<file path="src/rtl/apb_spi_ctrl_pkg.sv">
// Shared constants for the APB-to-SPI controller: register offsets,
// STATUS/CTRL bit positions and sequencer state encodings.
package apb_spi_ctrl_pkg;

  localparam int BYTE_W = 8;

  // Word offsets (paddr[3:2])
  localparam logic [1:0] REG_TXDATA = 2'd0;
  localparam logic [1:0] REG_RXDATA = 2'd1;
  localparam logic [1:0] REG_STATUS = 2'd2;
  localparam logic [1:0] REG_CTRL   = 2'd3;

  // STATUS bit positions
  localparam int ST_TX_FULL  = 0;
  localparam int ST_TX_EMPTY = 1;
  localparam int ST_RX_FULL  = 2;
  localparam int ST_RX_EMPTY = 3;
  localparam int ST_SEQ_BUSY = 4;

  // CTRL bit positions
  localparam int CTRL_ENABLE = 0;
  localparam int CTRL_IRQ_EN = 1;

  // Sequencer state encodings
  localparam logic [1:0] SEQ_IDLE      = 2'd0;
  localparam logic [1:0] SEQ_START     = 2'd1;
  localparam logic [1:0] SEQ_WAIT_BUSY = 2'd2;
  localparam logic [1:0] SEQ_WAIT_DONE = 2'd3;

endpackage

</file>
<file path="src/rtl/apb_spi_ctrl_if.sv">
// Bus bundle for apb_spi_ctrl: APB3 slave side, interrupt and the
// start/busy handshake towards the SPI master driver.
interface apb_spi_ctrl_if;
  logic        psel_i;
  logic        penable_i;
  logic        pwrite_i;
  logic [3:0]  paddr_bi;
  logic [31:0] pwdata_bi;
  logic [31:0] prdata_bo;
  logic        pready_o;
  logic        pslverr_o;
  logic        irq_o;
  logic        spi_start_o;
  logic [7:0]  spi_data_bo;
  logic        spi_busy_i;
  logic [7:0]  spi_rdata_bi;

  modport slave (
    input  psel_i, penable_i, pwrite_i, paddr_bi, pwdata_bi,
    output prdata_bo, pready_o, pslverr_o, irq_o,
    output spi_start_o, spi_data_bo,
    input  spi_busy_i, spi_rdata_bi
  );

  modport master (
    output psel_i, penable_i, pwrite_i, paddr_bi, pwdata_bi,
    input  prdata_bo, pready_o, pslverr_o, irq_o,
    input  spi_start_o, spi_data_bo,
    output spi_busy_i, spi_rdata_bi
  );
endinterface

</file>
<file path="src/rtl/apb_spi_ctrl_sync_fifo.sv">
// Small synchronous FIFO with a combinational head (first-word fall-through).
// Push to full and pop from empty are ignored, judged on pre-edge state.
module sync_fifo #(
  parameter int WIDTH = 8,
  parameter int DEPTH = 4,
  parameter int PTR_W = 2
) (
  input  logic             clk_i,
  input  logic             rst_n_i,
  input  logic             push,
  input  logic [WIDTH-1:0] din,
  input  logic             pop,
  output logic [WIDTH-1:0] head,
  output logic             full,
  output logic             empty,
  output logic [PTR_W:0]   count
);

  localparam logic [PTR_W:0] DEPTH_C = (PTR_W+1)'(DEPTH);

  logic [WIDTH-1:0] mem_reg [DEPTH];
  logic [PTR_W-1:0] wr_ptr_reg;
  logic [PTR_W-1:0] rd_ptr_reg;
  logic [PTR_W:0]   count_reg;
  logic             push_ok;
  logic             pop_ok;

  assign full    = (count_reg == DEPTH_C);
  assign empty   = (count_reg == '0);
  assign count   = count_reg;
  assign head    = mem_reg[rd_ptr_reg];
  assign push_ok = push & ~full;
  assign pop_ok  = pop & ~empty;

  // Storage array; no reset so it maps onto plain memory.
  always_ff @(posedge clk_i) begin
    if (push_ok) mem_reg[wr_ptr_reg] <= din;
  end

  // Pointers wrap naturally at a power-of-two depth; count tracks occupancy.
  always_ff @(posedge clk_i) begin
    if (!rst_n_i) begin
      wr_ptr_reg <= '0;
      rd_ptr_reg <= '0;
      count_reg  <= '0;
    end else begin
      if (push_ok) wr_ptr_reg <= wr_ptr_reg + 1'b1;
      if (pop_ok)  rd_ptr_reg <= rd_ptr_reg + 1'b1;
      case ({push_ok, pop_ok})
        2'b10:   count_reg <= count_reg + 1'b1;
        2'b01:   count_reg <= count_reg - 1'b1;
        default: count_reg <= count_reg;
      endcase
    end
  end

endmodule

</file>
<file path="src/rtl/apb_spi_ctrl.sv">
// APB3 slave feeding a byte-wide SPI master driver through TX/RX FIFOs.
// One start/busy handshake per byte; RX space is reserved before each start.
module apb_spi_ctrl
  import apb_spi_ctrl_pkg::*;
#(
  parameter int FIFO_DEPTH = 4,
  parameter int PTR_W      = 2
) (
  input  logic           clk_i,
  input  logic           rst_n_i,
  apb_spi_ctrl_if.slave  bus
);

  logic        access;
  logic [1:0]  word;
  logic        tx_push, tx_pop, tx_full, tx_empty;
  logic        rx_push, rx_pop, rx_full, rx_empty;
  logic [7:0]  tx_head, rx_head;
  logic [PTR_W:0] tx_count, rx_count;
  logic [1:0]  state_reg, state_next;
  logic [1:0]  ctrl_reg;
  logic [7:0]  spi_data_reg;
  logic        irq_reg;
  logic        seq_busy;
  logic        seq_go;
  logic [4:0]  status;
  logic [31:0] prdata;
  logic        pslverr;
  logic        unused_bits;

  assign access   = bus.psel_i & bus.penable_i;
  assign word     = bus.paddr_bi[3:2];
  assign seq_busy = (state_reg != SEQ_IDLE);
  assign seq_go   = ctrl_reg[CTRL_ENABLE] & ~tx_empty & ~rx_full;
  assign tx_push  = access & bus.pwrite_i & (word == REG_TXDATA);
  assign rx_pop   = access & ~bus.pwrite_i & (word == REG_RXDATA);

  assign unused_bits = ^{bus.paddr_bi[1:0], bus.pwdata_bi[31:8], tx_count, rx_count};

  sync_fifo #(.WIDTH(BYTE_W), .DEPTH(FIFO_DEPTH), .PTR_W(PTR_W)) u_tx_fifo (
    .clk_i(clk_i), .rst_n_i(rst_n_i),
    .push(tx_push), .din(bus.pwdata_bi[7:0]), .pop(tx_pop),
    .head(tx_head), .full(tx_full), .empty(tx_empty), .count(tx_count)
  );

  sync_fifo #(.WIDTH(BYTE_W), .DEPTH(FIFO_DEPTH), .PTR_W(PTR_W)) u_rx_fifo (
    .clk_i(clk_i), .rst_n_i(rst_n_i),
    .push(rx_push), .din(bus.spi_rdata_bi), .pop(rx_pop),
    .head(rx_head), .full(rx_full), .empty(rx_empty), .count(rx_count)
  );

  // Sequencer state register.
  always_ff @(posedge clk_i) begin
    if (!rst_n_i) state_reg <= SEQ_IDLE;
    else          state_reg <= state_next;
  end

  // Sequencer next-state logic.
  always_comb begin
    state_next = state_reg;
    case (state_reg)
      SEQ_IDLE:      if (seq_go) state_next = SEQ_START;
      SEQ_START:     state_next = SEQ_WAIT_BUSY;
      SEQ_WAIT_BUSY: if (bus.spi_busy_i) state_next = SEQ_WAIT_DONE;
      SEQ_WAIT_DONE: if (!bus.spi_busy_i) state_next = SEQ_IDLE;
      default:       state_next = SEQ_IDLE;
    endcase
  end

  // Sequencer outputs: TX pop on launch, start pulse, RX push on completion.
  always_comb begin
    tx_pop          = (state_reg == SEQ_IDLE) & seq_go;
    bus.spi_start_o = (state_reg == SEQ_START);
    rx_push         = (state_reg == SEQ_WAIT_DONE) & ~bus.spi_busy_i;
  end

  // Byte to driver, CTRL register and registered interrupt.
  always_ff @(posedge clk_i) begin
    if (!rst_n_i) begin
      spi_data_reg <= '0;
      ctrl_reg     <= '0;
      irq_reg      <= 1'b0;
    end else begin
      if (tx_pop) spi_data_reg <= tx_head;
      if (access && bus.pwrite_i && word == REG_CTRL) ctrl_reg <= bus.pwdata_bi[1:0];
      irq_reg <= ctrl_reg[CTRL_IRQ_EN] & (~rx_empty | (tx_empty & ~seq_busy));
    end
  end

  // Status vector as seen by the bus.
  always_comb begin
    status              = '0;
    status[ST_TX_FULL]  = tx_full;
    status[ST_TX_EMPTY] = tx_empty;
    status[ST_RX_FULL]  = rx_full;
    status[ST_RX_EMPTY] = rx_empty;
    status[ST_SEQ_BUSY] = seq_busy;
  end

  // Read data and error response, driven only during an access phase.
  always_comb begin
    prdata  = '0;
    pslverr = 1'b0;
    if (access) begin
      case (word)
        REG_TXDATA: pslverr = bus.pwrite_i & tx_full;
        REG_RXDATA: if (!bus.pwrite_i) begin
          if (rx_empty) pslverr = 1'b1;
          else          prdata  = {24'b0, rx_head};
        end
        REG_STATUS: if (!bus.pwrite_i) prdata = {27'b0, status};
        default:    if (!bus.pwrite_i) prdata = {30'b0, ctrl_reg};
      endcase
    end
  end

  assign bus.prdata_bo   = prdata;
  assign bus.pslverr_o   = pslverr;
  assign bus.pready_o    = 1'b1;
  assign bus.irq_o       = irq_reg;
  assign bus.spi_data_bo = spi_data_reg;

endmodule
</file>
<file path="src/flat_wrapper.sv">
// flat-port wrapper written by rule: the top's interface ports become plain ports
module apb_spi_ctrl_flat import apb_spi_ctrl_pkg::*;
#(
  parameter int FIFO_DEPTH = 4,
  parameter int PTR_W      = 2
)
  (clk_i, rst_n_i, bus_psel_i, bus_penable_i, bus_pwrite_i, bus_paddr_bi, bus_pwdata_bi, bus_prdata_bo, bus_pready_o, bus_pslverr_o, bus_irq_o, bus_spi_start_o, bus_spi_data_bo, bus_spi_busy_i, bus_spi_rdata_bi);
  apb_spi_ctrl_if bus_i ();
  input  logic clk_i;
  input  logic rst_n_i;
  input wire logic [$bits(bus_i.psel_i)-1:0] bus_psel_i;
  input wire logic [$bits(bus_i.penable_i)-1:0] bus_penable_i;
  input wire logic [$bits(bus_i.pwrite_i)-1:0] bus_pwrite_i;
  input wire logic [$bits(bus_i.paddr_bi)-1:0] bus_paddr_bi;
  input wire logic [$bits(bus_i.pwdata_bi)-1:0] bus_pwdata_bi;
  output wire logic [$bits(bus_i.prdata_bo)-1:0] bus_prdata_bo;
  output wire logic [$bits(bus_i.pready_o)-1:0] bus_pready_o;
  output wire logic [$bits(bus_i.pslverr_o)-1:0] bus_pslverr_o;
  output wire logic [$bits(bus_i.irq_o)-1:0] bus_irq_o;
  output wire logic [$bits(bus_i.spi_start_o)-1:0] bus_spi_start_o;
  output wire logic [$bits(bus_i.spi_data_bo)-1:0] bus_spi_data_bo;
  input wire logic [$bits(bus_i.spi_busy_i)-1:0] bus_spi_busy_i;
  input wire logic [$bits(bus_i.spi_rdata_bi)-1:0] bus_spi_rdata_bi;
  assign bus_i.psel_i = bus_psel_i;
  assign bus_i.penable_i = bus_penable_i;
  assign bus_i.pwrite_i = bus_pwrite_i;
  assign bus_i.paddr_bi = bus_paddr_bi;
  assign bus_i.pwdata_bi = bus_pwdata_bi;
  assign bus_prdata_bo = bus_i.prdata_bo;
  assign bus_pready_o = bus_i.pready_o;
  assign bus_pslverr_o = bus_i.pslverr_o;
  assign bus_irq_o = bus_i.irq_o;
  assign bus_spi_start_o = bus_i.spi_start_o;
  assign bus_spi_data_bo = bus_i.spi_data_bo;
  assign bus_i.spi_busy_i = bus_spi_busy_i;
  assign bus_i.spi_rdata_bi = bus_spi_rdata_bi;
  apb_spi_ctrl #(.FIFO_DEPTH(FIFO_DEPTH), .PTR_W(PTR_W)) u_core (.clk_i(clk_i), .rst_n_i(rst_n_i), .bus(bus_i));
endmodule
</file>
<file path="config.mk">
export PLATFORM = sky130hd
export DESIGN_NAME = apb_spi_ctrl_flat
export DESIGN_NICKNAME = d
export VERILOG_FILES = /design/src/rtl/apb_spi_ctrl_pkg.sv /design/src/rtl/apb_spi_ctrl_if.sv /design/src/rtl/apb_spi_ctrl_sync_fifo.sv /design/src/rtl/apb_spi_ctrl.sv /design/src/flat_wrapper.sv
export SDC_FILE = /design/constraint.sdc
export NUM_CORES = 1
export LEC_CHECK = 0
export ABC_AREA = 1
export CAP_MARGIN = 10
export CELL_PAD_IN_SITES_DETAIL_PLACEMENT = 1
export CELL_PAD_IN_SITES_GLOBAL_PLACEMENT = 1
export CORE_MARGIN = 2
export CORE_UTILIZATION = 50
export CTS_BUF_LIST = sky130_fd_sc_hd__clkbuf_2
export CTS_CLUSTER_SIZE = 20
export DETAILED_ROUTE_END_ITERATION = 12
export DONT_BUFFER_PORTS = 1
export MAX_ROUTING_LAYER = met4
export PLACE_DENSITY_LB_ADDON = 0.1
export SYNTH_ARGS = -nofsm -noshare
export SYNTH_HDL_FRONTEND = slang
export SYNTH_SLANG_ARGS = --single-unit
</file>
<file path="constraint.sdc">
create_clock -name clk_i -period 2.4 [get_ports clk_i]
set_input_delay 0.48 -clock clk_i [delete_from_list [all_inputs] [get_ports clk_i]]
set_output_delay 0.48 -clock clk_i [all_outputs]
set_load 0.01 [all_outputs]
</file>
# [Word-level counts from Yosys, hierarchy flattened]
# Memories as Yosys holds them, arrays and structs flattened. A register that Yosys moved wholly into a read port is not among the register bits.
# Index checks and enable logic that the tools add are counted.
[totals] ff_bits=19 mem_bits_rw=64 in_bits=50 output_inout_bits=44 elab_cells=91 mem_count=2
[op_classes] add_sub_neg=8 eq_ne=15 mux=22 n_bitwise=24 reduce_logical=11
[mem_list] name="u_core.u_rx_fifo.mem_reg" words=4 width=8 read_ports=1 rd_ports_with_merged_regs=1 wr=1 line="apb_spi_ctrl_sync_fifo.sv:21" rtl="logic [WIDTH-1:0] mem_reg [DEPTH];"
[mem_list] name="u_core.u_tx_fifo.mem_reg" words=4 width=8 read_ports=1 rd_ports_with_merged_regs=1 wr=1 line="apb_spi_ctrl_sync_fifo.sv:21"
[ops] cell="32-bit one-hot mux with 3 select lines" n=1
[ops] cell="32-bit two-way mux" n=2
[ops] cell="1-bit AND" n=16
[ops] cell="2-bit equality test, second input constant" n=6
[ops] cell="2-bit two-way mux" n=6
[ops] cell="3-bit one-hot mux with 2 select lines" n=2
[ops] cell="2-bit by 1-bit adder with 2-bit output, second input constant" n=4
[ops] cell="2-bit by 1-bit equality test with 1-bit output, second input constant" n=4
[ops] cell="8-bit two-way mux" n=1
[ops] cell="2-bit one-hot mux with 4 select lines" n=1
[ops] cell="1-bit two-way mux" n=7
[ops] cell="1-bit inverter" n=7
[ops] cell="3-bit by 1-bit adder with 3-bit output, second input constant" n=2
[ops] cell="3-bit equality test, second input constant" n=2
[ops] cell="3-bit zero test" n=2
[ops] cell="2-bit nonzero test" n=3
[ops] cell="3-bit by 1-bit subtractor with 3-bit output, second input constant" n=2
[ops] cell="5-bit two-way mux" n=1
[ops] cell="2-bit zero test" n=2
[ops] cell="2-bit inequality test, second input constant" n=2
[ops] cell="3-bit AND reduction" n=1
[ops] cell="1-bit logical AND" n=2
[ops] cell="2-bit by 1-bit inequality test with 1-bit output, second input constant" n=1
[ops] cell="1-bit one-hot mux with 2 select lines" n=1
[ops] cell="other kinds (2)" n=2

# [Longest topological paths before layout]
[depth] ltp_word=8 mapped_depth=12 depth_no_buf=12

# [By module]
# From an unflattened synthesis, not the netlist that was laid out.
[hier_totals] cells_unflattened=436 area_unflattened_um2=4349.2
[by_module_without_submodules] module="sync_fifo" n_inst=2 cells_each=146 area_each_um2=1691.6 seq_area_each_um2=1141.1
[by_module_without_submodules] module="apb_spi_ctrl" n_inst=1 cells_each=144 area_each_um2=965.9 seq_area_each_um2=260.2

# [Worst setup path before layout]
# Ideal clock, no wire load.
[synth_timing] kind="input port to flip-flop" from="input port bus_psel_i" to="register u_core.u_rx_fifo.count_reg[2] (netlist: u_core.u_rx_fifo.count[2])" setup_time_ns=0.122 t_arrival_ns=1.941 required_ns=2.278 path_slack_ns=0.337 stages=11 path_cell_list="nand2_1 -> nor2_2 -> nand2_1 -> nor2_4 -> ha_1 -> inv_1 -> fa_1 -> a21oi_1 -> o21ai_0 -> o21ai_0 -> a21oi_1"
[synth_via] elab_chain_cells=6 elab_cells_between_ends=8 cone_classes="eq/ne: 2; mux: 1; bitwise: 4; reduce/logical: 1"
[synth_lines] item="start: declaration" line="flat_wrapper.sv:11" rtl="input wire logic [$bits(bus_i.psel_i)-1:0] bus_psel_i;"
[synth_lines] item="1-bit AND *" line="apb_spi_ctrl.sv:31" rtl="assign access = bus.psel_i & bus.penable_i;"
[synth_lines] item="1-bit AND * (2 in a row)" line="apb_spi_ctrl.sv:36" rtl="assign rx_pop = access & ~bus.pwrite_i & (word == REG_RXDATA);"
[synth_lines] item="1-bit AND *" line="apb_spi_ctrl_sync_fifo.sv:33" rtl="assign pop_ok = pop & ~empty;"
[synth_lines] item="net u_core.u_rx_fifo.pop_ok" line="apb_spi_ctrl_sync_fifo.sv:26" rtl="logic pop_ok;"
[synth_lines] item="2-bit by 1-bit equality test with 1-bit output or 2-bit equality test (tied branches)" line="apb_spi_ctrl_sync_fifo.sv:49" rtl="case ({push_ok, pop_ok})"
[synth_lines] item="3-bit one-hot mux with 2 select lines or 2-bit nonzero test (tied branches)"
[synth_lines] item="end signal: assignment" line="apb_spi_ctrl_sync_fifo.sv:50" rtl="2'b10: count_reg <= count_reg + 1'b1;"
[synth_lines] item="end signal: assignment" line="apb_spi_ctrl_sync_fifo.sv:51" rtl="2'b01: count_reg <= count_reg - 1'b1;"
[synth_lines] item="end signal: assignment" line="apb_spi_ctrl_sync_fifo.sv:52" rtl="default: count_reg <= count_reg;"
[synth_lines] item="end: declaration" line="apb_spi_ctrl_sync_fifo.sv:24" rtl="logic [PTR_W:0] count_reg;"
# Mark *: on every way through the listed nets, which the timed path passes. The rest lies on a longest branch.
# A chain may end at the register's enable or synchronous reset.

# [Final worst setup path]
[layout_timing] from="register u_core.u_rx_fifo.count_reg[0] (netlist: u_core.u_rx_fifo.count[0])" to="output port bus_prdata_bo[3]"
[layout_via] elab_chain_cells=5 elab_cells_between_ends=6 cone_classes="mux: 5; reduce/logical: 1"
[layout_lines] item="3-bit zero test *" line="apb_spi_ctrl_sync_fifo.sv:29" rtl="assign empty = (count_reg == '0);"
[layout_lines] item="8-bit two-way mux" line="apb_spi_ctrl.sv:108" rtl="if (rx_empty) pslverr = 1'b1;"
[layout_lines] item="32-bit two-way mux" line="apb_spi_ctrl.sv:107" rtl="REG_RXDATA: if (!bus.pwrite_i) begin"
[layout_lines] item="32-bit one-hot mux with 3 select lines *" line="apb_spi_ctrl.sv:105" rtl="case (word)"
[layout_lines] item="32-bit two-way mux *" line="apb_spi_ctrl.sv:104" rtl="if (access) begin"
[layout_lines] item="end: declaration" line="flat_wrapper.sv:16" rtl="output wire logic [$bits(bus_i.prdata_bo)-1:0] bus_prdata_bo;"
# Every way passes the cells marked *; elsewhere a longest branch is shown, timed or not.

==> insert_results.sql <==
INSERT INTO impl_metrics (metric_group, metric, value, unit) VALUES
('global_routing', 'grt.total_usage', '20.9', '%'),
('yosys', 'synth_cell_types', '30', ''),
('pwr', 'switching_share', '27.4', '%'),
('floorplanning', 'num_rows', '33', ''),
('layout', 'final_cell_area', '4660', 'um^2'),
('pwr', 'combPwrFrac', '9.3', '%'),
('yosys', 'synth_largest_area_cell', 'sky130_fd_sc_hd__edfxtp_1', ''),
('timing', 'relSlewSlack', '56.8', '%'),
('timing', 'rsz0062_at_grt', 'false', ''),
('route', 'met1Wirelength', '3470', 'um'),
('place', 'dpl_worst_slack', '159', 'ps'),
('job', 'max_cap_violations', '0', ''),
('yosys', 'yosysWarnings', '0', ''),
('timing', 'post-route-period-util', '93.8', '%'),
('route', 'routed-wl-met2', '4820', 'um'),
('layout', 'final_cell_mix', '64 x sky130_fd_sc_hd__edfxtp_1, 61 x sky130_fd_sc_hd__nor2_1, 50 x sky130_fd_sc_hd__nand2_1', ''),
('route', 'wirelength', '8910', 'um'),
('critical_path', 'timing.critical_path.arrival', '1770', 'ps'),
('clocking', 'clock_tree.htree_level_count', '3', ''),
('run_status', 'outcome', 'finished clean', ''),
('global_routing', 'first_global_vias', '2888', ''),
('layout', 'finish.cell_count_without_fillers', '558', ''),
('floorplanning', 'fp.dieArea', '9270', 'um^2'),
('critical_path', 'timing.critical_path.from_type', 'register', ''),
('route', 'drt_iter0_markers', '85', ''),
('clocking', 'clock_path_buffers', '2', ''),
('pwr', 'fin_total_pwr', '2.74', 'mW'),
('place', 'gpl.final_weighted_congestion', '0.775', ''),
('global_routing', 'wire_length_of_the_first_global_routing_pass', '13800', 'um'),
('floorplanning', 'starting_density_of_the_core', '51.8', '%'),
('yosys', 'avgSynthCellArea', '10.2', 'um^2'),
('route', 'routedWlPerCell', '16.0', 'um'),
('timing', 'finClkSkew', '23.9', 'ps'),
('hold_path', 'timing.hold.worst.class', 'input port to register', ''),
('place', 'placement.cell_area', '4310', 'um^2'),
('critical_path', 'worstSetupPathType', 'register to primary output', ''),
('clocking', 'cts.sink_count', '93', ''),
('global_routing', 'grt_max_degree', '19', ''),
('clocking', 'clk_transition_reported_paths', '260', 'ps'),
('timing', 'final_max_slew_viol_count', '0', ''),
('yosys', 'primary_ff_master_synth', 'sky130_fd_sc_hd__edfxtp_1', ''),
('clocking', 'clock-root-buffer', 'sky130_fd_sc_hd__clkbuf_2', ''),
('layout', 'area_growth_syn_to_layout', '9.59', '%'),
('timing', 'setup_viol', '0', ''),
('timing', 'tightestPinTransition', '648', 'ps'),
('critical_path', 'timing.critical_path.to_type', 'primary output', ''),
('timing', 'timing.final.hold_violations', '0', ''),
('global_routing', 'grt_antenna_before_repair', '0', ''),
('pwr', 'power.share.sequential', '63.9', '%'),
('timing', 'finalWorstPathRequiredPeriod', '2250', 'ps'),
('floorplanning', 'dieWidth', '96.3', 'um'),
('timing', 'achievable-frequency', '444', 'MHz'),
('layout', 'leading_cell_type_in_the_layout_fill_and_taps_excluded', 'sky130_fd_sc_hd__edfxtp_1', ''),
('floorplanning', 'die_height', '96.3', 'um'),
('yosys', 'synth.cell_area', '4260', 'um^2'),
('yosys', 'yosysSeqAreaShare', '58.8', '%'),
('yosys', 'synth_async_sr_flop_share', '0', '%'),
('pwr', 'vdd_ir_drop_max', '309', 'uV'),
('pwr', 'internal_power', '1.99', 'mW'),
('pwr', 'clockPowerShare', '26.8', '%'),
('yosys', 'postSynthCellCount', '418', ''),
('route', 'dr_pass1_iterations', '4', ''),
('place', 'numPortBuffers', '0', ''),
('pwr', 'power_leakage', '1.78', 'nW'),
('layout', 'count_of_nets_after_finishing', '514', ''),
('route', 'wl_met3', '483', 'um'),
('route', 'number_of_remaining_drc_errors', '0', ''),
('route', 'routed_via_density', '5.19', ''),
('global_routing', 'grt_overflow', '0', ''),
('clocking', 'cts_tree', 'built', ''),
('critical_path', 'endpoint_required_time_on_the_critical_path', '1920', 'ps');
power by group through the flow:
stage	clock network [mW]	registers, mW	logic, mW
floorplan	0	1.78	0.192
global placement	0	1.79	0.204
detailed placement	0	1.79	0.209
CTS	0.753	1.75	0.247
global route	0.822	1.76	0.292
finish	0.735	1.75	0.256
what timing repair did:
action | CTS | global route
gates resized for setup | 6 | 12
gates cloned | 0 | 0
setup endpoints to repair | 8 | 9
setup buffers | 0 | 2
endpoints found under the hold margin | 69 | 5
pin swaps | 0 | 1
hold buffers | 17 | 1
final timing paths:
path	start	end	slack, ps	cells past startpoint
worst min register to register	u_core.ctrl_reg[1]	u_core.bus.irq_o	450	2
worst max-delay path	u_core.u_rx_fifo.count[0]	bus_prdata_bo[3]	150	4
worst min-delay path	rst_n_i	u_core.u_rx_fifo.wr_ptr_reg[1]	40	2
worst max register to register	u_core.u_rx_fifo.count[0]	u_core.u_rx_fifo.count[2]	220	11
critical path, stage by stage (launching register included):
cell and delay, ps:
sky130_fd_sc_hd__dfxtp_2 380, sky130_fd_sc_hd__buf_4 150, sky130_fd_sc_hd__nor3_4 330, sky130_fd_sc_hd__nand2_1 150, sky130_fd_sc_hd__a21oi_4 210
Yosys cell counts, types with 2 or more instances:
cell                       instances
sky130_fd_sc_hd__edfxtp_1         64
sky130_fd_sc_hd__nor2_1           63
sky130_fd_sc_hd__nand2_1          50
sky130_fd_sc_hd__o21ai_0          44
sky130_fd_sc_hd__inv_1            35
sky130_fd_sc_hd__buf_4            30
sky130_fd_sc_hd__dfxtp_1          29
sky130_fd_sc_hd__a21oi_1          28
sky130_fd_sc_hd__nand3_1          21
sky130_fd_sc_hd__ha_1             14
sky130_fd_sc_hd__o21bai_1          8
sky130_fd_sc_hd__buf_2             3
sky130_fd_sc_hd__inv_2             3
sky130_fd_sc_hd__nand3_2           3
sky130_fd_sc_hd__xor2_1            3
sky130_fd_sc_hd__clkbuf_1          2
sky130_fd_sc_hd__conb_1            2
sky130_fd_sc_hd__fa_1              2
sky130_fd_sc_hd__nor2_2            2
sky130_fd_sc_hd__o21ai_1           2
per-stage QoR:
step | hold WS [ps] | util (%)
3_3_place_gp | 456 | 52.5
2_1_floorplan | 424 | -
3_5_place_dp | 452 | 52.5
4_1_cts | 0.0606 | 56.0
5_1_grt | 8.18 | 56.8
6_report | 39.3 | 56.8
layout make-up:
class / count / area (um^2)
well taps: 105 / 131
multi-input cells: 274 / 1480
flip-flops and latches: 93 / 2510
repair buffers: 32 / 289
clock buffers: 9 / 45.0
clock inverters: 7 / 62.6
inverters: 38 / 144
fillers: 923 / 3550
kinds of logic after synthesis:
| logic type | Yosys count | share of synthesized area, % |
|---|---|---|
| AND/OR/NAND/NOR | 146 | 15.5 |
| flip-flops | 93 | 58.8 |
| buffers and inverters | 74 | 9.29 |
| adder cells (fa/ha/maj) | 16 | 5.06 |
| XOR/XNOR | 3 | 0.618 |
| AO/OA/AOI/OAI | 84 | 10.6 |
| other | 2 | 0.176 |
layer usage:
metal  track usage [%]  vias to the layer above
met2              38.1                       64
met5                 -                        -
met1              22.2                     1414
li1                  -                     1406
met4              6.43                        0
met3              5.25                       14
Note: power is estimated with default switching activity, not from simulation.
